$ cat config.mk
export PLATFORM = sky130hd
export DESIGN_NAME = uart_tx_sched_flat
export DESIGN_NICKNAME = d
export VERILOG_FILES = /design/src/rtl/uart_tx_sched_pkg.sv /design/src/rtl/uart_tx_sched_if.sv /design/src/rtl/uart_tx_rr_arb.sv /design/src/rtl/uart_tx_sched.sv /design/src/flat_wrapper.sv
export SDC_FILE = /design/constraint.sdc
export NUM_CORES = 1
export LEC_CHECK = 0
export ABC_AREA = 1
export CORE_AREA = 2 2 71 73
export CTS_CLUSTER_DIAMETER = 100
export CTS_CLUSTER_SIZE = 28
export DETAILED_ROUTE_END_ITERATION = 8
export DIE_AREA = 0 0 73 75
export DONT_BUFFER_PORTS = 1
export HOLD_SLACK_MARGIN = 0.06
export PLACE_DENSITY_LB_ADDON = 0.3
export SLEW_MARGIN = 20
export SYNTH_ARGS = -nofsm -noshare
export SYNTH_HDL_FRONTEND = slang
export SYNTH_SLANG_ARGS = --single-unit
$ cat constraint.sdc
create_clock -name PCLK -period 5.52 [get_ports PCLK]
set_clock_uncertainty 0.15 [all_clocks]
set_input_delay 0.552 -clock PCLK [delete_from_list [all_inputs] [get_ports PCLK]]
set_output_delay 0.552 -clock PCLK [all_outputs]
set_load 0.01 [all_outputs]
$ cat src/rtl/uart_tx_sched_pkg.sv
`default_nettype none
// ============================================================================
// Module      : uart_tx_sched_pkg
// Description : Shared FSM encodings, UART register map and APB drive struct.
// Revision    : 1.0 - initial release
// ============================================================================
package uart_tx_sched_pkg;

    typedef logic [2:0] state_t;

    localparam state_t ST_INIT_SETUP  = 3'd0;
    localparam state_t ST_INIT_ACCESS = 3'd1;
    localparam state_t ST_IDLE        = 3'd2;
    localparam state_t ST_POLL_SETUP  = 3'd3;
    localparam state_t ST_POLL_ACCESS = 3'd4;
    localparam state_t ST_WR_SETUP    = 3'd5;
    localparam state_t ST_WR_ACCESS   = 3'd6;

    localparam logic [31:0] OFS_DATA   = 32'h0000_0000;
    localparam logic [31:0] OFS_STATUS = 32'h0000_0004;
    localparam logic [31:0] OFS_CTRL   = 32'h0000_0008;
    localparam logic [31:0] OFS_SCALER = 32'h0000_000C;

    localparam int TS_BIT = 1;
    localparam int TE_BIT = 2;

    typedef struct packed {
        logic        psel;
        logic        penable;
        logic        pwrite;
        logic [31:0] paddr;
        logic [31:0] pwdata;
    } apb_drv_t;

endpackage
`default_nettype wire

$ cat src/rtl/uart_tx_sched_if.sv
`default_nettype none
// ============================================================================
// Module      : uart_tx_sched_if
// Description : Requester handshake plus APB master bus of the UART TX scheduler.
// Revision    : 1.0 - initial release
// ============================================================================
interface uart_tx_sched_if #(
    parameter int N_REQ = 4
) ();

    logic [N_REQ-1:0]   req_valid;
    logic [8*N_REQ-1:0] req_data;
    logic [N_REQ-1:0]   req_ready;

    logic [31:0] PADDR;
    logic        PSEL;
    logic        PENABLE;
    logic        PWRITE;
    logic [31:0] PWDATA;
    logic [31:0] PRDATA;
    logic        PREADY;

    modport master (
        input  req_valid, req_data, PRDATA, PREADY,
        output req_ready, PADDR, PSEL, PENABLE, PWRITE, PWDATA
    );

    modport slave (
        output req_valid, req_data, PRDATA, PREADY,
        input  req_ready, PADDR, PSEL, PENABLE, PWRITE, PWDATA
    );

endinterface
`default_nettype wire

$ cat src/rtl/uart_tx_rr_arb.sv
`default_nettype none
// ============================================================================
// Module      : uart_tx_rr_arb
// Description : Combinational round-robin winner with a registered last-grant pointer.
// Revision    : 1.0 - initial release
// ============================================================================
module uart_tx_rr_arb #(
    parameter int N_REQ = 4
) (
    input  wire logic             clk_i,
    input  wire logic             rst_i,
    input  wire logic [N_REQ-1:0] req_i,
    input  wire logic             accept_i,
    output logic      [N_REQ-1:0] gnt_o,
    output logic      [2:0]       gnt_id_o,
    output logic                  any_o
);

    logic [2:0]       ptr_q;
    logic [3:0]       idx;
    logic [N_REQ-1:0] sh;

    // Search starts one past the last grant and wraps modulo N_REQ.
    always_comb begin
        any_o    = 1'b0;
        gnt_id_o = '0;
        idx      = '0;
        sh       = '0;
        for (int k = 1; k <= N_REQ; k++) begin
            idx = {1'b0, ptr_q} + 4'(k);
            if (idx >= 4'(N_REQ)) begin
                idx = idx - 4'(N_REQ);
            end
            sh = req_i >> idx;
            if (!any_o && sh[0]) begin
                any_o    = 1'b1;
                gnt_id_o = idx[2:0];
            end
        end
    end

    assign gnt_o = any_o ? (N_REQ'(1) << gnt_id_o) : '0;

    always_ff @(posedge clk_i) begin
        if (rst_i) begin
            ptr_q <= 3'(N_REQ - 1);
        end else if (accept_i && any_o) begin
            ptr_q <= gnt_id_o;
        end
    end

endmodule
`default_nettype wire

$ cat src/rtl/uart_tx_sched.sv
`default_nettype none
// ============================================================================
// Module      : uart_tx_sched
// Description : Round-robin byte scheduler feeding a UART over APB with TE polling.
//               Define UART_TX_SCHED_INIT_EN to include the UART init sequence.
// Revision    : 1.0 - initial release
// ============================================================================
module uart_tx_sched
    import uart_tx_sched_pkg::*;
#(
    parameter int          N_REQ      = 4,
    parameter logic [31:0] UART_BASE  = 32'h4000_0000,
    parameter logic [31:0] SCALER_VAL = 32'd53,
    parameter logic [31:0] CTRL_VAL   = 32'h0000_008F,
    parameter int          POLL_LIMIT = 1023
) (
    input  wire logic       PCLK,
    input  wire logic       PRESET,
    uart_tx_sched_if.master bus,
    output logic            init_done,
    output logic            busy,
    output logic [2:0]      grant_id,
    output logic            err
);

    localparam int            CW       = (POLL_LIMIT > 1) ? $clog2(POLL_LIMIT) : 1;
    localparam logic [CW-1:0] CNT_LAST = CW'(POLL_LIMIT - 1);
`ifdef UART_TX_SCHED_INIT_EN
    localparam state_t        RST_STATE = ST_INIT_SETUP;
`else
    localparam state_t        RST_STATE = ST_IDLE;
`endif

    state_t           state_q, state_d;
    logic [7:0]       byte_q, byte_d;
    logic [CW-1:0]    poll_q, poll_d;
    logic [2:0]       gid_q, gid_d;
    apb_drv_t         apb_q, apb_d;
`ifdef UART_TX_SCHED_INIT_EN
    logic [1:0]       idx_q, idx_d;
    logic             done_q, done_d;
`endif

    logic [N_REQ-1:0] w_gnt;
    logic [2:0]       w_gnt_id;
    logic             w_any;
    logic             w_accept;
    logic [7:0]       w_byte;
    logic             w_te;
    logic             w_unused_prdata;

    uart_tx_rr_arb #(
        .N_REQ (N_REQ)
    ) u_arb (
        .clk_i    (PCLK),
        .rst_i    (PRESET),
        .req_i    (bus.req_valid),
        .accept_i (w_accept),
        .gnt_o    (w_gnt),
        .gnt_id_o (w_gnt_id),
        .any_o    (w_any)
    );

    assign w_accept        = (state_q == ST_IDLE) && w_any;
    assign w_te            = bus.PRDATA[TE_BIT];
    assign w_unused_prdata = &{1'b0, bus.PRDATA[31:TE_BIT+1], bus.PRDATA[TS_BIT], bus.PRDATA[0]};

    always_comb begin
        w_byte = '0;
        for (int i = 0; i < N_REQ; i++) begin
            if (w_gnt[i]) begin
                w_byte = bus.req_data[8*i +: 8];
            end
        end
    end

    always_comb begin
        state_d = state_q;
        byte_d  = byte_q;
        poll_d  = poll_q;
        gid_d   = gid_q;
        err     = 1'b0;
`ifdef UART_TX_SCHED_INIT_EN
        idx_d   = idx_q;
        done_d  = done_q;
`endif
        case (state_q)
`ifdef UART_TX_SCHED_INIT_EN
            // The cycle right after reset has PSEL low; wait for the setup phase to be on the bus.
            ST_INIT_SETUP: begin
                if (apb_q.psel) begin
                    state_d = ST_INIT_ACCESS;
                end
            end
            ST_INIT_ACCESS: begin
                if (bus.PREADY) begin
                    if (idx_q == 2'd2) begin
                        idx_d   = 2'd0;
                        done_d  = 1'b1;
                        state_d = ST_IDLE;
                    end else begin
                        idx_d   = idx_q + 2'd1;
                        state_d = ST_INIT_SETUP;
                    end
                end
            end
`endif
            ST_IDLE: begin
                if (w_accept) begin
                    byte_d  = w_byte;
                    gid_d   = w_gnt_id;
                    poll_d  = '0;
                    state_d = ST_POLL_SETUP;
                end
            end
            ST_POLL_SETUP:  state_d = ST_POLL_ACCESS;
            ST_POLL_ACCESS: begin
                if (bus.PREADY) begin
                    if (w_te) begin
                        state_d = ST_WR_SETUP;
                    end else if (poll_q == CNT_LAST) begin
                        err     = 1'b1;
                        state_d = ST_IDLE;
                    end else begin
                        poll_d  = poll_q + 1'b1;
                        state_d = ST_POLL_SETUP;
                    end
                end
            end
            ST_WR_SETUP:    state_d = ST_WR_ACCESS;
            ST_WR_ACCESS: begin
                if (bus.PREADY) begin
                    state_d = ST_IDLE;
                end
            end
            default:        state_d = RST_STATE;
        endcase
    end

    // Bus drive is registered from the next state so the outputs match state_q except right after reset.
    always_comb begin
        apb_d = '0;
        case (state_d)
`ifdef UART_TX_SCHED_INIT_EN
            ST_INIT_SETUP, ST_INIT_ACCESS: begin
                apb_d.psel    = 1'b1;
                apb_d.penable = (state_d == ST_INIT_ACCESS);
                apb_d.pwrite  = 1'b1;
                case (idx_d)
                    2'd0: begin
                        apb_d.paddr  = UART_BASE + OFS_SCALER;
                        apb_d.pwdata = SCALER_VAL;
                    end
                    2'd1: begin
                        apb_d.paddr  = UART_BASE + OFS_CTRL;
                        apb_d.pwdata = CTRL_VAL;
                    end
                    default: begin
                        apb_d.paddr  = UART_BASE + OFS_STATUS;
                        apb_d.pwdata = '0;
                    end
                endcase
            end
`endif
            ST_POLL_SETUP, ST_POLL_ACCESS: begin
                apb_d.psel    = 1'b1;
                apb_d.penable = (state_d == ST_POLL_ACCESS);
                apb_d.paddr   = UART_BASE + OFS_STATUS;
            end
            ST_WR_SETUP, ST_WR_ACCESS: begin
                apb_d.psel    = 1'b1;
                apb_d.penable = (state_d == ST_WR_ACCESS);
                apb_d.pwrite  = 1'b1;
                apb_d.paddr   = UART_BASE + OFS_DATA;
                apb_d.pwdata  = {24'b0, byte_d};
            end
            default: apb_d = '0;
        endcase
    end

    always_ff @(posedge PCLK) begin
        if (PRESET) begin
            state_q <= RST_STATE;
            byte_q  <= '0;
            poll_q  <= '0;
            gid_q   <= '0;
            apb_q   <= '0;
`ifdef UART_TX_SCHED_INIT_EN
            idx_q   <= '0;
            done_q  <= 1'b0;
`endif
        end else begin
            state_q <= state_d;
            byte_q  <= byte_d;
            poll_q  <= poll_d;
            gid_q   <= gid_d;
            apb_q   <= apb_d;
`ifdef UART_TX_SCHED_INIT_EN
            idx_q   <= idx_d;
            done_q  <= done_d;
`endif
        end
    end

    assign bus.PSEL      = apb_q.psel;
    assign bus.PENABLE   = apb_q.penable;
    assign bus.PWRITE    = apb_q.pwrite;
    assign bus.PADDR     = apb_q.paddr;
    assign bus.PWDATA    = apb_q.pwdata;
    assign bus.req_ready = w_accept ? w_gnt : '0;

    assign busy     = (state_q != ST_IDLE);
    assign grant_id = gid_q;
`ifdef UART_TX_SCHED_INIT_EN
    assign init_done = done_q;
`else
    assign init_done = 1'b1;
`endif

endmodule
`default_nettype wire
$ cat src/flat_wrapper.sv
// flat-port wrapper written by rule: the top's interface ports become plain ports
module uart_tx_sched_flat import uart_tx_sched_pkg::*;
#(
    parameter int          N_REQ      = 4,
    parameter logic [31:0] UART_BASE  = 32'h4000_0000,
    parameter logic [31:0] SCALER_VAL = 32'd53,
    parameter logic [31:0] CTRL_VAL   = 32'h0000_008F,
    parameter int          POLL_LIMIT = 1023
)
  (PCLK, PRESET, init_done, busy, grant_id, err, bus_req_valid, bus_req_data, bus_PRDATA, bus_PREADY, bus_req_ready, bus_PADDR, bus_PSEL, bus_PENABLE, bus_PWRITE, bus_PWDATA);
  uart_tx_sched_if #(.N_REQ(N_REQ)) bus_i ();
  input  wire logic PCLK;
  input  wire logic PRESET;
  output logic init_done;
  output logic busy;
  output logic [2:0] grant_id;
  output logic err;
  input wire logic [$bits(bus_i.req_valid)-1:0] bus_req_valid;
  input wire logic [$bits(bus_i.req_data)-1:0] bus_req_data;
  input wire logic [$bits(bus_i.PRDATA)-1:0] bus_PRDATA;
  input wire logic [$bits(bus_i.PREADY)-1:0] bus_PREADY;
  output wire logic [$bits(bus_i.req_ready)-1:0] bus_req_ready;
  output wire logic [$bits(bus_i.PADDR)-1:0] bus_PADDR;
  output wire logic [$bits(bus_i.PSEL)-1:0] bus_PSEL;
  output wire logic [$bits(bus_i.PENABLE)-1:0] bus_PENABLE;
  output wire logic [$bits(bus_i.PWRITE)-1:0] bus_PWRITE;
  output wire logic [$bits(bus_i.PWDATA)-1:0] bus_PWDATA;
  assign bus_i.req_valid = bus_req_valid;
  assign bus_i.req_data = bus_req_data;
  assign bus_i.PRDATA = bus_PRDATA;
  assign bus_i.PREADY = bus_PREADY;
  assign bus_req_ready = bus_i.req_ready;
  assign bus_PADDR = bus_i.PADDR;
  assign bus_PSEL = bus_i.PSEL;
  assign bus_PENABLE = bus_i.PENABLE;
  assign bus_PWRITE = bus_i.PWRITE;
  assign bus_PWDATA = bus_i.PWDATA;
  uart_tx_sched #(.N_REQ(N_REQ), .UART_BASE(UART_BASE), .SCALER_VAL(SCALER_VAL), .CTRL_VAL(CTRL_VAL), .POLL_LIMIT(POLL_LIMIT)) u_core (.PCLK(PCLK), .PRESET(PRESET), .bus(bus_i), .init_done(init_done), .busy(busy), .grant_id(grant_id), .err(err));
endmodule
-- Word-level counts from Yosys, hierarchy flattened
Cells that the tools add are included.
- register bits: 94
- input bits: 71
- output and inout port bits: 77
- word-level logic and storage cells: 97
- $add $sub $neg: 9
- magnitude comparators: 4
- equality and inequality tests: 15
- shifts and indexed selects: 5
- mux-type cells: 38
- bitwise gates (word level): 1
- reductions and logical operators: 14
- operators by type and width (kind ; number):
    31-bit case mux with 2 select lines ; 1
    8-bit 2-to-1 mux ; 6
    10-bit 2-to-1 mux ; 4
    3-bit 2-to-1 mux ; 8
    4-bit 2-to-1 mux ; 6
    10-bit case mux with 2 select lines ; 1
    3-bit equality test (second input constant) ; 6
    4-bit by 3-bit greater-or-equal comparator with 1-bit output (second input constant) ; 4
    4-bit by 4-bit >> shifter with 1-bit output ; 4
    4-bit by 3-bit subtractor with 4-bit output (second input constant) ; 4
    3-bit case mux with 5 select lines ; 1
    10-bit by 1-bit adder with 10-bit output (second input constant) ; 1
    10-bit equality test (second input constant) ; 1
    1-bit 2-to-1 mux ; 10
    3-bit by 2-bit equality test with 1-bit output (second input constant) ; 3
    3-bit by 2-bit adder with 4-bit output (second input constant) ; 2
    2-bit != test (second input constant) ; 4
    2-bit OR reduction ; 3
    1-bit logical AND ; 5
    5-bit AND reduction ; 1
    3-bit by 1-bit adder with 4-bit output (second input constant) ; 1
    3-bit by 3-bit adder with 4-bit output (second input constant) ; 1
    2-bit case mux with 2 select lines ; 1
    1-bit by 3-bit << shifter with 4-bit output (first input constant) ; 1
    5 further kinds ; 7

-- Longest topological paths before layout
- depth in word-level cells: 22
- depth in mapped cells: 19

-- Cells and area by module
Synthesis repeated with hierarchy kept, for this count alone.
- cell total of the unflattened synthesis: 416
- area, all modules: 2872.8 um2
- modules (own cells, without submodules) (module ; times used ; cells an instance ; area each (um2) ; sequential area each (um2)):
    uart_tx_sched ; 1 ; 334 ; 2334.7 ; 720.7
    uart_tx_rr_arb ; 1 ; 82 ; 538.0 ; 60.1

-- Least setup slack after synthesis
OpenSTA, ideal clock, no wires.
- kind: register -> output
- start: reg u_core.u_arb.ptr_q[1]
- end: out bus_req_ready[0]
- data arrival time: 2.139 ns
- data required time: 4.818 ns
- slack: 2.679 ns
- cell stages (with the launch flop): 12
- path buffers: 2
- path through: dfxtp_1 > buf_2 > inv_2 > ha_1 > inv_1 > a21oi_1 > nand2_1 > nand2_4 > nand3_2 > a21boi_2 > buf_2 > nor4_1
- longest elaborated chain between the ends: 17
- elaborated cells between the ends (all ways): 38
- classes of those cells: add/sub (8); order compare (4); shift (5); mux (14); reduce/logical (7)
- RTL lines (item ; line ; RTL):
    from (decl) ; uart_tx_rr_arb.sv:19 ; logic [2:0] ptr_q;
    from (signal assigned) ; uart_tx_rr_arb.sv:46 ; ptr_q <= 3'(N_REQ - 1);
    from (signal assigned) ; uart_tx_rr_arb.sv:48 ; ptr_q <= gnt_id_o;
    3-bit by 1-bit adder with 4-bit output ; uart_tx_rr_arb.sv:30 ; idx = {1'b0, ptr_q} + 4'(k);
    4-bit by 3-bit subtractor with 4-bit output / 4-bit by 3-bit greater-or-equal comparator with 1-bit output (equally long branches) ; uart_tx_rr_arb.sv:32, uart_tx_rr_arb.sv:31 ;
    4-bit 2-to-1 mux ; uart_tx_rr_arb.sv:31 ; if (idx >= 4'(N_REQ)) begin
    4-bit by 4-bit >> shifter with 1-bit output ; uart_tx_rr_arb.sv:34 ; sh = req_i >> idx;
    1-bit 2-to-1 mux ; uart_tx_rr_arb.sv:35 ; if (!any_o && sh[0]) begin
    1-bit logical NOT ; uart_tx_rr_arb.sv:35 ;
    1-bit logical AND ; uart_tx_rr_arb.sv:35 ;
    1-bit 2-to-1 mux ; uart_tx_rr_arb.sv:35 ;
    1-bit logical NOT ; uart_tx_rr_arb.sv:35 ;
    1-bit logical AND ; uart_tx_rr_arb.sv:35 ;
    1-bit 2-to-1 mux ; uart_tx_rr_arb.sv:35 ;
    1-bit logical NOT ; uart_tx_rr_arb.sv:35 ;
    1-bit logical AND ; uart_tx_rr_arb.sv:35 ;
    3-bit 2-to-1 mux ; uart_tx_rr_arb.sv:35 ;
    1-bit by 3-bit << shifter with 4-bit output ; uart_tx_rr_arb.sv:42 ; assign gnt_o = any_o ? (N_REQ'(1) << gnt_id_o) : '0;
    4-bit 2-to-1 mux ; uart_tx_rr_arb.sv:42 ;
    4-bit 2-to-1 mux (*) ; uart_tx_sched.sv:210 ; assign bus.req_ready = w_accept ? w_gnt : '0;
    to (decl) ; flat_wrapper.sv:22 ; output wire logic [$bits(bus_i.req_ready)-1:0] bus_req_ready;
Every way passes the cells marked *; elsewhere a longest branch is shown, timed or not.

-- Final worst setup path
- start: reg u_core.u_arb.ptr_q[1]
- end: out bus_req_ready[3]
The elaborated chain is that of the path after synthesis.

==> results.toml <==
[critical_path]
critPathRequiredTime_ns = 4.82
critPathSlowestCell = "a21boi_2"
max_stage_delay_ns = 0.65
cp.depth = 10
critical_path_arrival_ns = 3.11
worstSetupEndpoint = "bus_req_ready[3]"
crit_buf_inv = 2
startpoint = "u_core.u_arb.ptr_q[1]"
reg2reg_to = "u_core.poll_q[4]"
r2r_slack_ns = 2.42
crit_type = "reg2out"
r2r-start = "u_core.u_arb.ptr_q[1]"
cp_common_cell = "nand2_1"
path_cells = "inv_2, ha_1, inv_1, a21oi_1, nand2_1, nand2_4, nand3_1, a21boi_2, nand2_1, nor2_1"
cp_top_family = "simple AND/OR/NAND/NOR gates"
startpoint_type = "flip-flop"
crit_fanout = 20
reg2reg_depth = 17
crit_path_end_kind = "primary output"

[outcome]
status = "finished clean"

[clock_network]
cts_resized = 0
h-tree-depth = 2
cts_root_buffer = "clkbuf_8"
clk_latency_ns = 0.28
cts_buffers = 5
cts_tree = "done"
cts_sinks = 38
cts_setup_buffers = 0
cts.clk_slew.worst_paths_ns = 0.07
cts_hold_buffers = 0
cts_max_path_buffers = 2

[synth]
synth-edff-count = 0
netlist.area_leader.share_pct = 28.2
seq_area_frac_synth_pct = 28.2
synth_cell_types = 40
ys_seq_elements = 38
yosysTopAreaCell = "dfxtp_1"
synth_flop_cell = "dfxtp_1"
avgSynthCellArea_um2 = 7.22
syn_inst = 374
synthArstFlopShare_pct = 0
yosys_warnings = 0
mappedNetlistArea_um2 = 2700
synth_area_leaders = "dfxtp_1, buf_4, nand2_1, nand3_1, a21oi_1"

[detailed_routing]
drtIter0Drc = 142
post_drt_wl_per_cell_um = 11.7
ant_nets = 0
drt_wl_total_um = 4930
dr.pass1.iters = 4
via_per_inst = 5.09
vias = 2142
route.detailed.drc = 0

[worst_hold_path]
holdCritPathClass = "in2reg"

[sta]
worst_slew_margin_rel_pct = 45.4
drv_slew = 0
period_minus_slack_ns = 3.81
rsz0062_at_grt = "false"
hold_viol = 0
fin_crit_sh_pct = 69.0
finalSetupTns_ns = 0
fmax_mhz = 263
setup_viol = 0
worst_slew_pin_slew_ns = 0.814

[floorplanning]
die_area_um2 = 5480
rows = 25
start_util_pct = 57.9
ios = 148
fp.dieW_um = 73
core_um2 = 4660
die_h_um = 75

[grt]
antenna_found_initial = 0
grt_max_degree = 25
grt_pass1_wl_um = 8290
grtUsageTotal_pct = 19.1
grt-ovfl-total = 0
grt_pass1_vias = 1908

[pwr]
ir_worst_vdd_mv = 0.402
p_leak_nw = 1.16
powerDensity_nw_per_um2 = 668

[layout]
final_cells = 421
postLayoutCellArea_um2 = 2530
syn_to_final_growth_pct = -6.21
nNetsFinal = 442
fin_util_pct = 54.3
n_antenna_cell = 0
layout-drive-gt1-share_pct = 13.4

[placed_design]
gp_congestion = 0.859
portBuffers = 0
place_area_um2 = 2450
dp_hpwl_um = 3790
placed_cells = 414

[job]
drv_cap = 0
## stage by stage
step,total power (W),setup WS [ns],hold WS (ns)
floorplan,0.00147,2.68,0.301
global placement,0.00150,2.03,0.303
detailed placement,0.00152,2.02,0.307
CTS,0.00170,1.69,0.173
global route,0.00188,1.42,0.171
finish,0.00169,1.71,0.181
## cell usage after synthesis (all sizes together) (3+ instances only)
| master | instances |
|---|---|
| nand2 | 76 |
| buf | 65 |
| nand3 | 41 |
| dfxtp | 38 |
| inv | 38 |
| a21oi | 27 |
| nor2 | 22 |
| o21ai | 21 |
| nor3 | 11 |
| nand3b | 7 |
| ha | 4 |
| nor4 | 4 |
| xor2 | 4 |
| nand4 | 3 |
## placed cells by master, fill, tap and decap left out, drive strengths merged
master,n
nand2,76
conb,55
nand3,41
dfxtp,38
inv,38
a21oi,27
nor2,22
o21ai,21
nor3,11
nand3b,7
clkbuf,5
nor4,4
xor2,4
ha,4
nand4,3
clkinv,3
or2,2
o211ai,2
a211oi,2
a21boi,1
xnor2,1
## logic make-up (layout without fill, tap and decap cells)
family	Yosys count	count (layout)	share of synthesized area [%]
buffers and inverters	106	46	24.8
and+or+nand+nor	166	166	31.4
AOI/OAI and AO/OA	53	53	11.9
other	2	55	0.278
DFF	38	38	28.2
adders and majority gates	4	4	1.85
xor gates and xnor gates	5	5	1.62
## worst min-delay path by stage
stage / cells past startpoint / to / slack (ns) / from
2_1_floorplan: 2 / u_core.bus.PWDATA[0] / 0.30 / u_core.byte_q[0]
3_3_place_gp: 2 / u_core.byte_q[1] / 0.30 / u_core.byte_q[1]
3_5_place_dp: 2 / u_core.byte_q[1] / 0.31 / u_core.byte_q[1]
4_1_cts: 1 / u_core.byte_q[6] / 0.17 / PRESET
5_1_grt: 1 / u_core.grant_id[0] / 0.17 / PRESET
6_report: 1 / u_core.grant_id[1] / 0.18 / PRESET
## flip-flops by register name, summed over array words and instances, names as in the netlist, 2 cells and up
signal              count
u_core.poll_q          10
u_core.bus.PWDATA       8
u_core.byte_q           8
u_core.grant_id         3
u_core.state_q          3
u_core.bus.PADDR        2
u_core.u_arb.ptr_q      2
## layout make-up
cell class              count  area [µm²]
well taps                  54        67.6
multi-input cells         283        1470
clock buffers               5        68.8
clock inverters             2        10.0
flip-flops and latches     38         761
inverters                  39         156
fillers                   456        2130
## layer usage
| metal | vias up | GRT usage, % | wire (µm) |
|---|---|---|---|
| li1 | 1082 | - | - |
| met1 | 950 | 23.6 | 2190 |
| met2 | 102 | 32.1 | 2230 |
| met3 | 8 | 5.35 | 439 |
| met4 | 0 | 6.58 | 74 |
| met5 | - | 0 | 0 |
## worst register-to-register path, stage by stage (launching register included)
cell and delay [ns]:
dfxtp_1 0.54, inv_2 0.14, ha_1 0.38, inv_1 0.10, a21oi_1 0.12, nand2_1 0.11, nand2_4 0.13, nand2_2 0.08
nor2_4 0.14, inv_2 0.05, nand2_2 0.22, nand2_2 0.13, nand2_2 0.25, inv_1 0.19, nand3_1 0.14, nand2_1 0.06
nand2_1 0.05, nor2_1 0.03
## power breakdown
| part | switching, W | internal [W] |
|---|---|---|
| registers | 0.0000676 | 0.000346 |
| clock network | 0.0000899 | 0.0000846 |
| logic | 0.000781 | 0.000323 |
(Power assumes the default switching activity.)
